`config.mk`:
```
export PLATFORM = sky130hd
export DESIGN_NAME = traffic_light_sequencer_flat
export DESIGN_NICKNAME = d
export VERILOG_FILES = /design/src/rtl/traffic_light_sequencer_if.sv /design/src/rtl/traffic_light_sequencer.sv /design/src/flat_wrapper.sv
export SDC_FILE = /design/constraint.sdc
export NUM_CORES = 1
export LEC_CHECK = 0
export CAP_MARGIN = 20
export CORE_ASPECT_RATIO = 0.75
export CORE_UTILIZATION = 57
export CTS_CLUSTER_DIAMETER = 30
export DETAILED_ROUTE_END_ITERATION = 7
export GPL_TIMING_DRIVEN = 0
export PLACE_DENSITY = 0.82
export SYNTH_ARGS = -nofsm -noshare
export SYNTH_HDL_FRONTEND = slang
export SYNTH_SLANG_ARGS = --single-unit
export TNS_END_PERCENT = 10
```
`constraint.sdc`:
```
create_clock -name clock -period 3.4 [get_ports clock]
set_clock_uncertainty 0.05 [all_clocks]
set_input_delay 0.51 -clock clock [delete_from_list [all_inputs] [get_ports clock]]
set_output_delay 0.51 -clock clock [all_outputs]
set_load 0.005 [all_outputs]
```
`src/rtl/traffic_light_sequencer_if.sv`:
```
// Lamp-driver side of the traffic-light sequencer: tic/mode inputs and registered lamp/status outputs.
interface traffic_light_sequencer_if;
  logic       tick;
  logic [1:0] mode;
  logic       red;
  logic       amber;
  logic       green;
  logic [1:0] phase;
  logic       cycle_start;

  modport master (
    output tick, mode,
    input  red, amber, green, phase, cycle_start
  );

  modport slave (
    input  tick, mode,
    output red, amber, green, phase, cycle_start
  );
endinterface

```
`src/rtl/traffic_light_sequencer.sv`:
```
// RED -> GREEN -> AMBER sequencer with per-mode durations, end-of-phase blink,
// flashing-amber maintenance mode and a one-clock cycle_start pulse on entry to RED.
module traffic_light_sequencer #(
  parameter int CNT_W      = 10,
  parameter int RED_M0     = 350,
  parameter int GREEN_M0   = 350,
  parameter int RED_M1     = 200,
  parameter int GREEN_M1   = 200,
  parameter int AMBER_TICS = 30,
  parameter int BLINK_TICS = 3,
  parameter int FLASH_TICS = 50
) (
  input  logic                        clock,
  input  logic                        reset,
  traffic_light_sequencer_if.slave    bus
);

  typedef enum logic [1:0] {
    S_RED   = 2'd0,
    S_GREEN = 2'd1,
    S_AMBER = 2'd2,
    S_FLASH = 2'd3
  } state_t;

  localparam logic [CNT_W-1:0] RED0_R   = CNT_W'(RED_M0 - 1);
  localparam logic [CNT_W-1:0] RED1_R   = CNT_W'(RED_M1 - 1);
  localparam logic [CNT_W-1:0] GREEN0_R = CNT_W'(GREEN_M0 - 1);
  localparam logic [CNT_W-1:0] GREEN1_R = CNT_W'(GREEN_M1 - 1);
  localparam logic [CNT_W-1:0] AMBER_R  = CNT_W'(AMBER_TICS - 1);
  localparam logic [CNT_W-1:0] FLASH_R  = CNT_W'(FLASH_TICS - 1);
  localparam logic [CNT_W-1:0] BLINK_R  = CNT_W'(BLINK_TICS);
  localparam logic             RED_RST  = (RED_M0 - 1 >= BLINK_TICS) || ((RED_M0 - 1) % 2 == 1);

  state_t           state, state_nxt;
  logic [CNT_W-1:0] r, r_nxt;
  logic             m, m_nxt;
  logic             famb, famb_nxt;
  logic             red_q, amber_q, green_q, cs_q;
  logic             red_nxt, amber_nxt, green_nxt, cs_nxt;
  logic             lit;

  always_ff @(posedge clock or posedge reset) begin
    if (reset) begin
      state   <= S_RED;
      r       <= RED0_R;
      m       <= 1'b0;
      famb    <= 1'b0;
      red_q   <= RED_RST;
      amber_q <= 1'b0;
      green_q <= 1'b0;
      cs_q    <= 1'b0;
    end else begin
      state   <= state_nxt;
      r       <= r_nxt;
      m       <= m_nxt;
      famb    <= famb_nxt;
      red_q   <= red_nxt;
      amber_q <= amber_nxt;
      green_q <= green_nxt;
      cs_q    <= cs_nxt;
    end
  end

  always_comb begin
    state_nxt = state;
    r_nxt     = r;
    m_nxt     = m;
    famb_nxt  = famb;
    cs_nxt    = 1'b0;
    if (bus.tick) begin
      if (bus.mode[1]) begin
        // Maintenance request outranks any phase transition due on this tick.
        if (state != S_FLASH) begin
          state_nxt = S_FLASH;
          r_nxt     = FLASH_R;
          famb_nxt  = 1'b1;
        end else if (r == '0) begin
          r_nxt     = FLASH_R;
          famb_nxt  = ~famb;
        end else begin
          r_nxt     = r - CNT_W'(1);
        end
      end else if (state == S_FLASH) begin
        state_nxt = S_RED;
        m_nxt     = bus.mode[0];
        r_nxt     = bus.mode[0] ? RED1_R : RED0_R;
        cs_nxt    = 1'b1;
      end else if (r != '0) begin
        r_nxt = r - CNT_W'(1);
      end else begin
        unique case (state)
          S_RED: begin
            state_nxt = S_GREEN;
            r_nxt     = m ? GREEN1_R : GREEN0_R;
          end
          S_GREEN: begin
            state_nxt = S_AMBER;
            r_nxt     = AMBER_R;
          end
          S_AMBER: begin
            state_nxt = S_RED;
            m_nxt     = bus.mode[0];
            r_nxt     = bus.mode[0] ? RED1_R : RED0_R;
            cs_nxt    = 1'b1;
          end
          default: ;
        endcase
      end
    end
  end

  // Lamps are decoded from the next-state values so they register alongside state and r.
  always_comb begin
    lit       = (r_nxt >= BLINK_R) || r_nxt[0];
    red_nxt   = (state_nxt == S_RED) && lit;
    green_nxt = (state_nxt == S_GREEN) && lit;
    amber_nxt = ((state_nxt == S_AMBER) && lit) || ((state_nxt == S_FLASH) && famb_nxt);
  end

  assign bus.red         = red_q;
  assign bus.amber       = amber_q;
  assign bus.green       = green_q;
  assign bus.phase       = state;
  assign bus.cycle_start = cs_q;

endmodule

```
`src/flat_wrapper.sv`:
```
// flat-port wrapper written by rule: the top's interface ports become plain ports
module traffic_light_sequencer_flat 
#(
  parameter int CNT_W      = 10,
  parameter int RED_M0     = 350,
  parameter int GREEN_M0   = 350,
  parameter int RED_M1     = 200,
  parameter int GREEN_M1   = 200,
  parameter int AMBER_TICS = 30,
  parameter int BLINK_TICS = 3,
  parameter int FLASH_TICS = 50
)
  (clock, reset, bus_tick, bus_mode, bus_red, bus_amber, bus_green, bus_phase, bus_cycle_start);
  traffic_light_sequencer_if bus_i ();
  input  logic clock;
  input  logic reset;
  input wire logic [$bits(bus_i.tick)-1:0] bus_tick;
  input wire logic [$bits(bus_i.mode)-1:0] bus_mode;
  output wire logic [$bits(bus_i.red)-1:0] bus_red;
  output wire logic [$bits(bus_i.amber)-1:0] bus_amber;
  output wire logic [$bits(bus_i.green)-1:0] bus_green;
  output wire logic [$bits(bus_i.phase)-1:0] bus_phase;
  output wire logic [$bits(bus_i.cycle_start)-1:0] bus_cycle_start;
  assign bus_i.tick = bus_tick;
  assign bus_i.mode = bus_mode;
  assign bus_red = bus_i.red;
  assign bus_amber = bus_i.amber;
  assign bus_green = bus_i.green;
  assign bus_phase = bus_i.phase;
  assign bus_cycle_start = bus_i.cycle_start;
  traffic_light_sequencer #(.CNT_W(CNT_W), .RED_M0(RED_M0), .GREEN_M0(GREEN_M0), .RED_M1(RED_M1), .GREEN_M1(GREEN_M1), .AMBER_TICS(AMBER_TICS), .BLINK_TICS(BLINK_TICS), .FLASH_TICS(FLASH_TICS)) u_core (.clock(clock), .reset(reset), .bus(bus_i));
endmodule
```
==> flow_metrics.env <==
export IMPL_fin_cells=187
export IMPL_start_util_pct=62.86
export IMPL_rsz0062_at_grt="false"
export IMPL_fin_hold_ws_ns=0.5084
export IMPL_hpwl_um=2548
export IMPL_path_class="reg -> reg"
export IMPL_ys_top_cells_by_count="16 x nor2_1, 13 x inv_1, 11 x a21oi_1, 11 x dfrtp_1, 10 x o21ai_0"
export IMPL_drtIter0Drc=85
export IMPL_postSynth_asyncResetShare_pct=100.0
export IMPL_syn_area_um2=1321
export IMPL_peakVddDrop_v=0.0004482
export IMPL_drv_slew=0
export IMPL_synth_seq_cells=18
export IMPL_clkSinkCount=18
export IMPL_synth_distinct_cells=47
export IMPL_grt_use_total_pct=30.54
export IMPL_yosysWarnings=0
export IMPL_grt_pass1_wl_um=5540
export IMPL_drtAntennaViolNets=0
export IMPL_grt_max_degree=19
export IMPL_die_area_um2=2517
export IMPL_use_met2_pct=43.95
export IMPL_worst_pin_slew_ns=0.6562
export IMPL_area_growth_pct=11.84
export IMPL_cap_violations=0
export IMPL_use_met3_pct=11.34
export IMPL_root_buffer="clkbuf_4"
export IMPL_ios=11
export IMPL_core_area_um2=2102
export IMPL_synth_seq_area_share_pct=34.75
export IMPL_status="complete, but fails checks"
export IMPL_fp_dieW_um=57.60
export IMPL_ys_flop_type="dfrtp_1"
export IMPL_clkLatencyLatePin_ns=0.32
export IMPL_cts_setup_buffers=0
export IMPL_grt_pass1_vias=1155
export IMPL_antenna_cells=0
export IMPL_cts_resized=0
export IMPL_cp_required_ns=3.54
export IMPL_clk_pin_slew_ns=0.12
export IMPL_cp_top_family="simple AND/OR/NAND/NOR gates"
export IMPL_chipHeight_um=43.70
export IMPL_cts_hold_buf=0
export IMPL_drive_gt1_share_pct=17.79
export IMPL_synth_area_per_cell_um2=8.808
export IMPL_fin_crit_sh_pct=86.81
export IMPL_gr_usage_met1_pct=41.87
export IMPL_port_buffers=9
export IMPL_violations="DRC"
export IMPL_vias=1264
export IMPL_finalHoldViolCount=0
export IMPL_dp_cells=183
export IMPL_cts_tree="built"
export IMPL_path_buf_inv=1
export IMPL_synth_top_area_cell="dfrtp_1"
export IMPL_synth_most_common_cell="nor2_1"
export IMPL_pwr_density_cell_nw_per_um2=709.5
export IMPL_synth_top_area_share_pct=20.83
export IMPL_num_rows=14
export IMPL_start_kind="flip-flop"
export IMPL_worst_path_max_fanout=5
export IMPL_p_leak_nw=0.6028
export IMPL_antenna_found_initial=0
export IMPL_synth_nets=161
export IMPL_wl_um=3417
export IMPL_cpMostUsedCell="nor3_1"
export IMPL_slowest_delay_ns=0.56
export IMPL_grt_busiest_layer="met2"
export IMPL_viasPerCell=6.759
export IMPL_cts_buffers=3
export IMPL_gp_congestion=0.9766
export IMPL_finalCriticalPeriod_ns=2.952
export IMPL_grt_overflow=0
export IMPL_slowest_stage="or4_4"
export IMPL_htree_levels=1
export IMPL_setup_viol=0
export IMPL_setup_total_negative_slack_ns=0
export IMPL_wl_per_cell_um=18.27
export IMPL_cp_arrival_ns=3.09
export IMPL_max_slew_margin_rel_pct=56.21
export IMPL_cp_cell_sequence="inv_1 -> ha_1 -> nor3b_2 -> nand2_2 -> mux2_1 -> a221o_1 -> or4_4 -> nor3_1 -> nor3_1"
export IMPL_drcViolationCount=2
export IMPL_layout_nets=175
export IMPL_first_pass_iters=7
export IMPL_endpoint_kind="flip-flop"
export IMPL_syn_inst=150
export IMPL_clockBufferDepth=2
export IMPL_hp_class="in -> async"
export IMPL_fmax_ghz=0.3388
export IMPL_synth_edff_count=0
export IMPL_synth_area_leaders="dfrtp_1 21%, dfstp_2 14%, ha_1 5.7%"
-- cells by family after synthesis --
family	synth area share, %
adders and majority gates	5.682
and+or+nand+nor	25.95
AOI/OAI and AO/OA	24.91
buffers and inverters	6.155
muxes	2.557
DFF	34.75
-- layer usage --
| metal | share of wire (%) | wire, um |
|---|---|---|
| met5 | 0 | 0 |
| met4 | 2.0 | 70 |
| met3 | 12 | 406 |
| met2 | 42 | 1424 |
| met1 | 44 | 1515 |
-- area by class of cell --
cell class / instances / area, um^2
multi-input combinational: 114 / 780.7
sequential: 18 / 459.2
timing repair buffer: 9 / 90.09
fill: 160 / 624.3
buffer: 5 / 32.53
tap: 24 / 30.03
clock buffer: 4 / 36.28
inverter: 13 / 48.80
-- registers in the layout, indices dropped and copies added (netlist names) --
name / count
u_core.famb: 1
u_core.bus.amber: 1
u_core.r: 10
u_core.m: 1
u_core.bus.phase: 2
u_core.bus.cycle_start: 1
u_core.bus.green: 1
u_core.bus.red: 1
-- path summary, 6_finish.rpt --
kind	startpoint	end	slack, ns	cells past startpoint
worst max register to register	u_core.r[1]$_DFF_PP0_	u_core.bus.green$_DFF_PP0_	0.45	9
worst max-delay path	u_core.r[1]$_DFF_PP0_	u_core.bus.green$_DFF_PP0_	0.45	9
worst min-delay path	reset	u_core.bus.phase[1]$_DFF_PP0_	0.51	2
min in group clock	u_core.r[6]$_DFF_PP1_	u_core.r[6]$_DFF_PP1_	0.55	2
max in group asynchronous	reset	u_core.r[9]$_DFF_PP0_	2.35	2
worst min register to register	u_core.r[6]$_DFF_PP1_	u_core.r[6]$_DFF_PP1_	0.55	2
-- cell usage in the layout, fill, tap and decap left out, types with 4 or more instances in the layout --
master / Yosys / layout
nor2_1: 16 / 16
inv_1: 13 / 13
a21oi_1: 11 / 11
dfrtp_1: 11 / 11
o21ai_0: 10 / 10
clkdlybuf4s50_1: 0 / 9
nand2_1: 7 / 7
dfstp_2: 7 / 7
nor3_1: 6 / 6
ha_1: 6 / 6
nand3_1: 4 / 4
-- stage by stage --
stage	instance area (um^2)	total power (W)	util (%)	setup WS [ns]
finish	1478	0.001048	70.30	0.4485
global route	1478	0.001118	70.30	0.3520
CTS	1478	0.001040	70.30	0.4822
detailed placement	1441	0.0008977	68.57	0.2669
global placement	1441	0.0008794	68.57	0.2877
floorplan	1321	0.0007304	-	0.7357
-- report_power, final --
group          total (W)  internal [W]  switching, W
Clock           0.000143     0.0000655     0.0000771
Combinational   0.000490      0.000228      0.000262
Sequential      0.000415      0.000315      0.000100
Total            0.00105      0.000609      0.000439
-- worst register-to-register path: stages, from the launching register on --
cell	delay (ns)
dfrtp_1	0.43
inv_1	0.10
ha_1	0.18
nor3b_2	0.38
nand2_2	0.09
mux2_1	0.34
a221o_1	0.36
or4_4	0.56
nor3_1	0.28
nor3_1	0.07
Note: power is estimated with default switching activity, not from simulation.
